File: src/rtl/tlc_pkg.sv
// tlc_pkg: shared widths, tick divider and light-interval constants for the traffic light controller
package tlc_pkg;
  localparam int TLC_TIMER_W  = 13;
  localparam int TLC_TICK_DIV = 50000;
  localparam int T_A_GREEN    = 4999;
  localparam int T_B_GREEN    = 3999;
  localparam int T_EXT        = 999;
  function automatic int presc_w(input int div);
    return div > 1 ? $clog2(div) : 1;
  endfunction
endpackage

File: src/rtl/tlc_timer_if.sv
// tlc_timer_if: controller <-> timer signals; pause exists only with TLC_TIMER_PAUSE_EN
interface tlc_timer_if import tlc_pkg::*; #(parameter int N = TLC_TIMER_W) ();
  logic         timer_reset;
  logic [N-1:0] final_value;
  logic         timer_done;
  logic [N-1:0] elapsed;
`ifdef TLC_TIMER_PAUSE_EN
  logic         pause;
  modport master (output timer_reset, final_value, pause, input timer_done, elapsed);
  modport slave  (input timer_reset, final_value, pause, output timer_done, elapsed);
`else
  modport master (output timer_reset, final_value, input timer_done, elapsed);
  modport slave  (input timer_reset, final_value, output timer_done, elapsed);
`endif
endinterface

File: src/rtl/tlc_tick_gen.sv
// tlc_tick_gen: prescaler producing a one-cycle tick every TICK_DIV enabled clocks
module tlc_tick_gen import tlc_pkg::*; #(
  parameter int TICK_DIV = TLC_TICK_DIV
) (
  input  logic clk,
  input  logic reset,
  input  logic clear,
  input  logic enable,
  output logic tick
);
  localparam int W = presc_w(TICK_DIV);
  localparam logic [W-1:0] LAST = W'(TICK_DIV - 1);
  logic [W-1:0] presc;
  assign tick = enable & (presc == LAST);
  always_ff @(posedge clk or posedge reset)
    if (reset) presc <= '0;
    else if (clear) presc <= '0;
    else if (enable) presc <= tick ? '0 : presc + 1'b1;
endmodule

File: src/rtl/tlc_timer.sv
// tlc_timer: auto-reloading interval timer (final_value+1 ticks); optional pause via TLC_TIMER_PAUSE_EN
module tlc_timer import tlc_pkg::*; #(
  parameter int N        = TLC_TIMER_W,
  parameter int TICK_DIV = TLC_TICK_DIV
) (
  input logic        clk,
  input logic        reset,
  tlc_timer_if.slave bus
);
  logic         restart, tick, terminal, run, done_q;
  logic [N-1:0] fv_q, elapsed_q;
`ifdef TLC_TIMER_PAUSE_EN
  assign run = ~bus.pause;
`else
  assign run = 1'b1;
`endif
  // a changed final_value restarts the interval so elapsed never lingers above it
  assign restart  = bus.timer_reset | (bus.final_value != fv_q);
  assign terminal = elapsed_q >= bus.final_value;
  tlc_tick_gen #(.TICK_DIV(TICK_DIV)) u_tick (
    .clk(clk), .reset(reset), .clear(restart), .enable(run), .tick(tick)
  );
  always_ff @(posedge clk or posedge reset)
    if (reset) begin
      fv_q      <= '0;
      elapsed_q <= '0;
      done_q    <= 1'b0;
    end else begin
      fv_q      <= bus.final_value;
      done_q    <= ~restart & tick & terminal;
      elapsed_q <= (restart || (tick && terminal)) ? '0 : tick ? elapsed_q + 1'b1 : elapsed_q;
    end
  assign bus.timer_done = done_q;
  assign bus.elapsed    = elapsed_q;
endmodule

File: src/flat_wrapper.sv
// flat-port wrapper written by rule: the top's interface ports become plain ports
module tlc_timer_flat import tlc_pkg::*;
#(
  parameter int N        = TLC_TIMER_W,
  parameter int TICK_DIV = TLC_TICK_DIV
)
  (clk, reset, bus_timer_reset, bus_final_value, bus_timer_done, bus_elapsed);
  tlc_timer_if #(.N(N)) bus_i ();
  input logic clk;
  input logic reset;
  input wire logic [$bits(bus_i.timer_reset)-1:0] bus_timer_reset;
  input wire logic [$bits(bus_i.final_value)-1:0] bus_final_value;
  output wire logic [$bits(bus_i.timer_done)-1:0] bus_timer_done;
  output wire logic [$bits(bus_i.elapsed)-1:0] bus_elapsed;
  assign bus_i.timer_reset = bus_timer_reset;
  assign bus_i.final_value = bus_final_value;
  assign bus_timer_done = bus_i.timer_done;
  assign bus_elapsed = bus_i.elapsed;
  tlc_timer #(.N(N), .TICK_DIV(TICK_DIV)) u_core (.clk(clk), .reset(reset), .bus(bus_i));
endmodule
File: config.mk
export PLATFORM = sky130hd
export DESIGN_NAME = tlc_timer_flat
export DESIGN_NICKNAME = d
export VERILOG_FILES = /design/src/rtl/tlc_pkg.sv /design/src/rtl/tlc_timer_if.sv /design/src/rtl/tlc_tick_gen.sv /design/src/rtl/tlc_timer.sv /design/src/flat_wrapper.sv
export SDC_FILE = /design/constraint.sdc
export NUM_CORES = 1
export LEC_CHECK = 0
export CAP_MARGIN = 10
export CORE_MARGIN = 2
export CORE_UTILIZATION = 45
export CTS_CLUSTER_DIAMETER = 30
export DETAILED_ROUTE_END_ITERATION = 6
export PLACE_DENSITY = 0.72
export SYNTH_ARGS = -nofsm -noshare
export SYNTH_HDL_FRONTEND = slang
export SYNTH_SLANG_ARGS = --single-unit
File: constraint.sdc
create_clock -name clk -period 2.15 [get_ports clk]
set_input_delay 0.215 -clock clk [delete_from_list [all_inputs] [get_ports clk]]
set_output_delay 0.215 -clock clk [all_outputs]
set_load 0.005 [all_outputs]
==> results of run 1 <==
[logic make-up after synthesis]
logic type | after synthesis
simple gates | 94
flops | 43
compound gates | 15
buf+inv | 17
fa+ha+maj | 15
xor+xnor | 37
[layer usage]
layer,GRT usage,vias to the layer above,share of wire
met2,0.2817,31,0.44
met5,0,-,0
met3,0.04418,5,0.033
met1,0.2966,865,0.52
li1,-,885,-
met4,0.06433,0,0.015
[state kept, by name (all words and copies together) (netlist names)]
| name | flops |
|---|---|
| u_core.u_tick.presc | 16 |
| u_core.bus.elapsed | 13 |
| u_core.fv_q | 13 |
| u_core.bus.timer_done | 1 |
[cell type report]
cell class                 count  area share
multi-input combinational    161      0.3862
sequential                    43      0.3646
timing repair buffer          54      0.1619
tap                           67     0.02840
clock buffer                   6     0.02798
inverter                      15     0.01908
clock inverter                 2     0.01187
[worst max path at each step]
stage	startpoint	endpoint	slack [ns]	cells past startpoint
2_1_floorplan	u_core.bus.elapsed[2]$_DFFE_PP0P_	u_core.bus.timer_done$_DFF_PP0_	0.22	6
3_3_place_gp	bus_final_value[3]	u_core.bus.elapsed[11]$_DFFE_PP0P_	-0.12	8
3_5_place_dp	bus_final_value[2]	u_core.bus.elapsed[1]$_DFFE_PP0P_	-0.17	9
4_1_cts	u_core.bus.elapsed[2]$_DFFE_PP0P_	u_core.bus.elapsed[1]$_DFFE_PP0P_	0.13	7
5_1_grt	bus_final_value[2]	u_core.bus.elapsed[8]$_DFFE_PP0P_	-0.03	8
6_report	bus_final_value[3]	u_core.bus.elapsed[1]$_DFFE_PP0P_	0.11	9
[stage by stage]
step	cell area (um^2)	setup TNS [ns]	hold slack (ns)
6_report	2952	0	0.3161
5_1_grt	2952	-0.07241	0.3667
4_1_cts	2947	0	0.3347
3_5_place_dp	2829	-3.678	0.5216
3_3_place_gp	2829	-2.990	0.5223
2_1_floorplan	2286	0	0.2464
[cell usage after synthesis]
cell / count
a211oi_1: 1
a21oi_1: 7
a221oi_2: 1
and2_1: 1
and3_1: 7
and3b_1: 1
and4_1: 6
and4bb_2: 1
buf_4: 1
buf_6: 1
dfrtp_1: 43
ha_1: 15
inv_1: 15
nand2_1: 14
nand2_2: 1
nand3_1: 15
nand4_1: 9
nand4_2: 1
nor2_1: 25
nor2b_1: 1
nor3_1: 5
nor3_2: 2
nor4_1: 3
nor4_4: 1
o211a_1: 1
o211ai_1: 1
o211ai_2: 1
o21a_1: 1
o21ai_0: 2
or3_1: 1
xnor2_1: 6
xor2_1: 31
[worst max-delay path, delay by kind of cell]
kind	cells	cell delay, ns
fa+ha+maj	1	0.27
compound gates	4	0.92
simple gates	1	0.09
buf+inv	3	0.77
[power groups by stage]
| stage | registers, W | logic (W) | clock network [W] |
|---|---|---|---|
| global placement | 0.000842 | 0.000113 | 0 |
| global route | 0.000827 | 0.000127 | 0.000703 |
| CTS | 0.000826 | 0.000117 | 0.000669 |
| detailed placement | 0.000842 | 0.000115 | 0 |
| finish | 0.000826 | 0.000114 | 0.000657 |
| floorplan | 0.000841 | 0.0000459 | 0 |
[cells in the final DEF (no fill, tap or decap), drive strengths merged, types with 2 or more instances in the layout]
master,count
clkinv,2
and3,7
nor2,25
and4,6
nand4,10
a21oi,7
nor4,4
inv,14
o21ai,2
clkdlybuf4s50,29
o211ai,2
ha,15
nor3,7
xor2,31
nand2,15
clkbuf,6
dfrtp,43
buf,25
xnor2,6
nand3,15
==> run metrics, run 1 <==
CP Max Fanout=3; Rows=25; max incr delay on CP=0.52 ns; largest family of logic cells by synthesized area=simple AND/OR/NAND/NOR gates; Power Total=0.001597 W; # setup viols final=0; Synth Area per Inst=10.34 um^2; clk slew on worst S/H paths=0.08 ns; initial DRC count=115; Cell variety after synth=32; core area=4817 um^2; Final #Nets=311; hold buffers post-CTS=0; run status=finished clean; net switching power figure=0.0003399 W; Post-Layout Cell Count=348; Routed WL=4982 um; Area Overhead vs Synth=29.12%; peak supply drop=0.0003632 V; Placed Cells=340; post-route ant nets=0; Compound-Gate Fraction of Synth Area=0.04598; Routed WL per cell=14.32 um; gr ovfl total=0; Max Transition Viols Final=0; DP HPWL=3738 um; XOR/XNOR Fraction of Synth Area=0.1418; antenna violations before repair=0; clk root buf=clkbuf_8; number of antenna diodes=0; # DRC=0; Adder-Cell Fraction of Synth Area=0.08210; CP required=2.37 ns; die area=5666 um^2; Slew HR=0.3796; RSZ-0062 raised after global routing=yes; total track usage=0.1970; Period minus WS final=2.039 ns; Final period util=0.9483; area share of the largest cell type after synthesis=0.4707; leakage power=1.348 nW; sequential fraction of the synthesis area=0.4707; Post-CTS Setup Repair Bufs=0; # Max-Cap Violations=0; clock tree buffer depth=2; Synth Area in Simple Gates=0.2266; Clock power frac=0.411; R2R Setup Slk=0.15 ns; crit path kind=in2reg; top cells by area, synth=dfrtp_1, xor2_1, ha_1; # port buffers=29; worst clock skew=0.007975 ns; Die Ht=75.28 um; CTS HTree Levels=2; io pins=30; vias in the first global route=1,694; Critical R2R Capture=u_core.bus.elapsed[1]$_DFFE_PP0P_; Die Wd=75.28 um; switch share=0.2129; Arr. time, crit path=2.26 ns; final worst setup slack=0.1111 ns; CTS tree=yes; fmax=0.4905 GHz; first-pass GRT wire length=8135 um; Worst Reg-to-Reg Cells=7; largest net degree at the start of global routing=27; Placer Congestion=0.8014; DP Worst Slack=-0.1749 ns; Syn Nets=252; Worst Max-Slew Pin Slew=0.9249 ns; Seq pwr share=0.517; Power Internal=0.001257 W; cell taking the most area after synthesis=dfrtp_1; final design utilization=0.6127; 1st-pass router iterations=4; Syn Inst Count=221; Vias/cell=5.132; startpoint types=input port; Comb pwr share=0.071; layout cells sized above 1=0.1495; critical path, cell by cell=clkdlybuf4s50_1 -> inv_1 -> ha_1 -> o21a_1 -> o211a_1 -> a221oi_2 -> buf_4 -> nand4_1 -> a21oi_1; reg2reg start=u_core.bus.elapsed[11]$_DFFE_PP0P_; fill count=418; Power Dens Cells=541.0 nW/um^2; cts bufs inserted=5; worst hold path type=in2async; starting density of the core=0.4745; register area=1076 um^2; yosys warns=0; PostCTS Resize Cnt=0; Post-Syn Area=2286 um^2; final hold vios=0; Sink Count=43; Worst setup EP type=flop; post-synthesis mux area share=0; highest-delay cell along the critical path=clkdlybuf4s50_1; vias after detailed routing=1,786; worst-skew pair later-pin latency=0.30 ns; multi-input logic area=1140 um^2; flops & latches, synth=43
(Power assumes the default switching activity.)
==> run 2: changes to the inputs <==
--- a/config.mk
+++ b/config.mk
@@ -10,6 +10,7 @@
 export CORE_UTILIZATION = 45
 export CTS_CLUSTER_DIAMETER = 30
 export DETAILED_ROUTE_END_ITERATION = 6
+export GPL_ROUTABILITY_DRIVEN = 1
 export PLACE_DENSITY = 0.72
 export SYNTH_ARGS = -nofsm -noshare
 export SYNTH_HDL_FRONTEND = slang
==> results of run 2 <==
No change in the layout: final DEF, timing and power equal those of run 1.
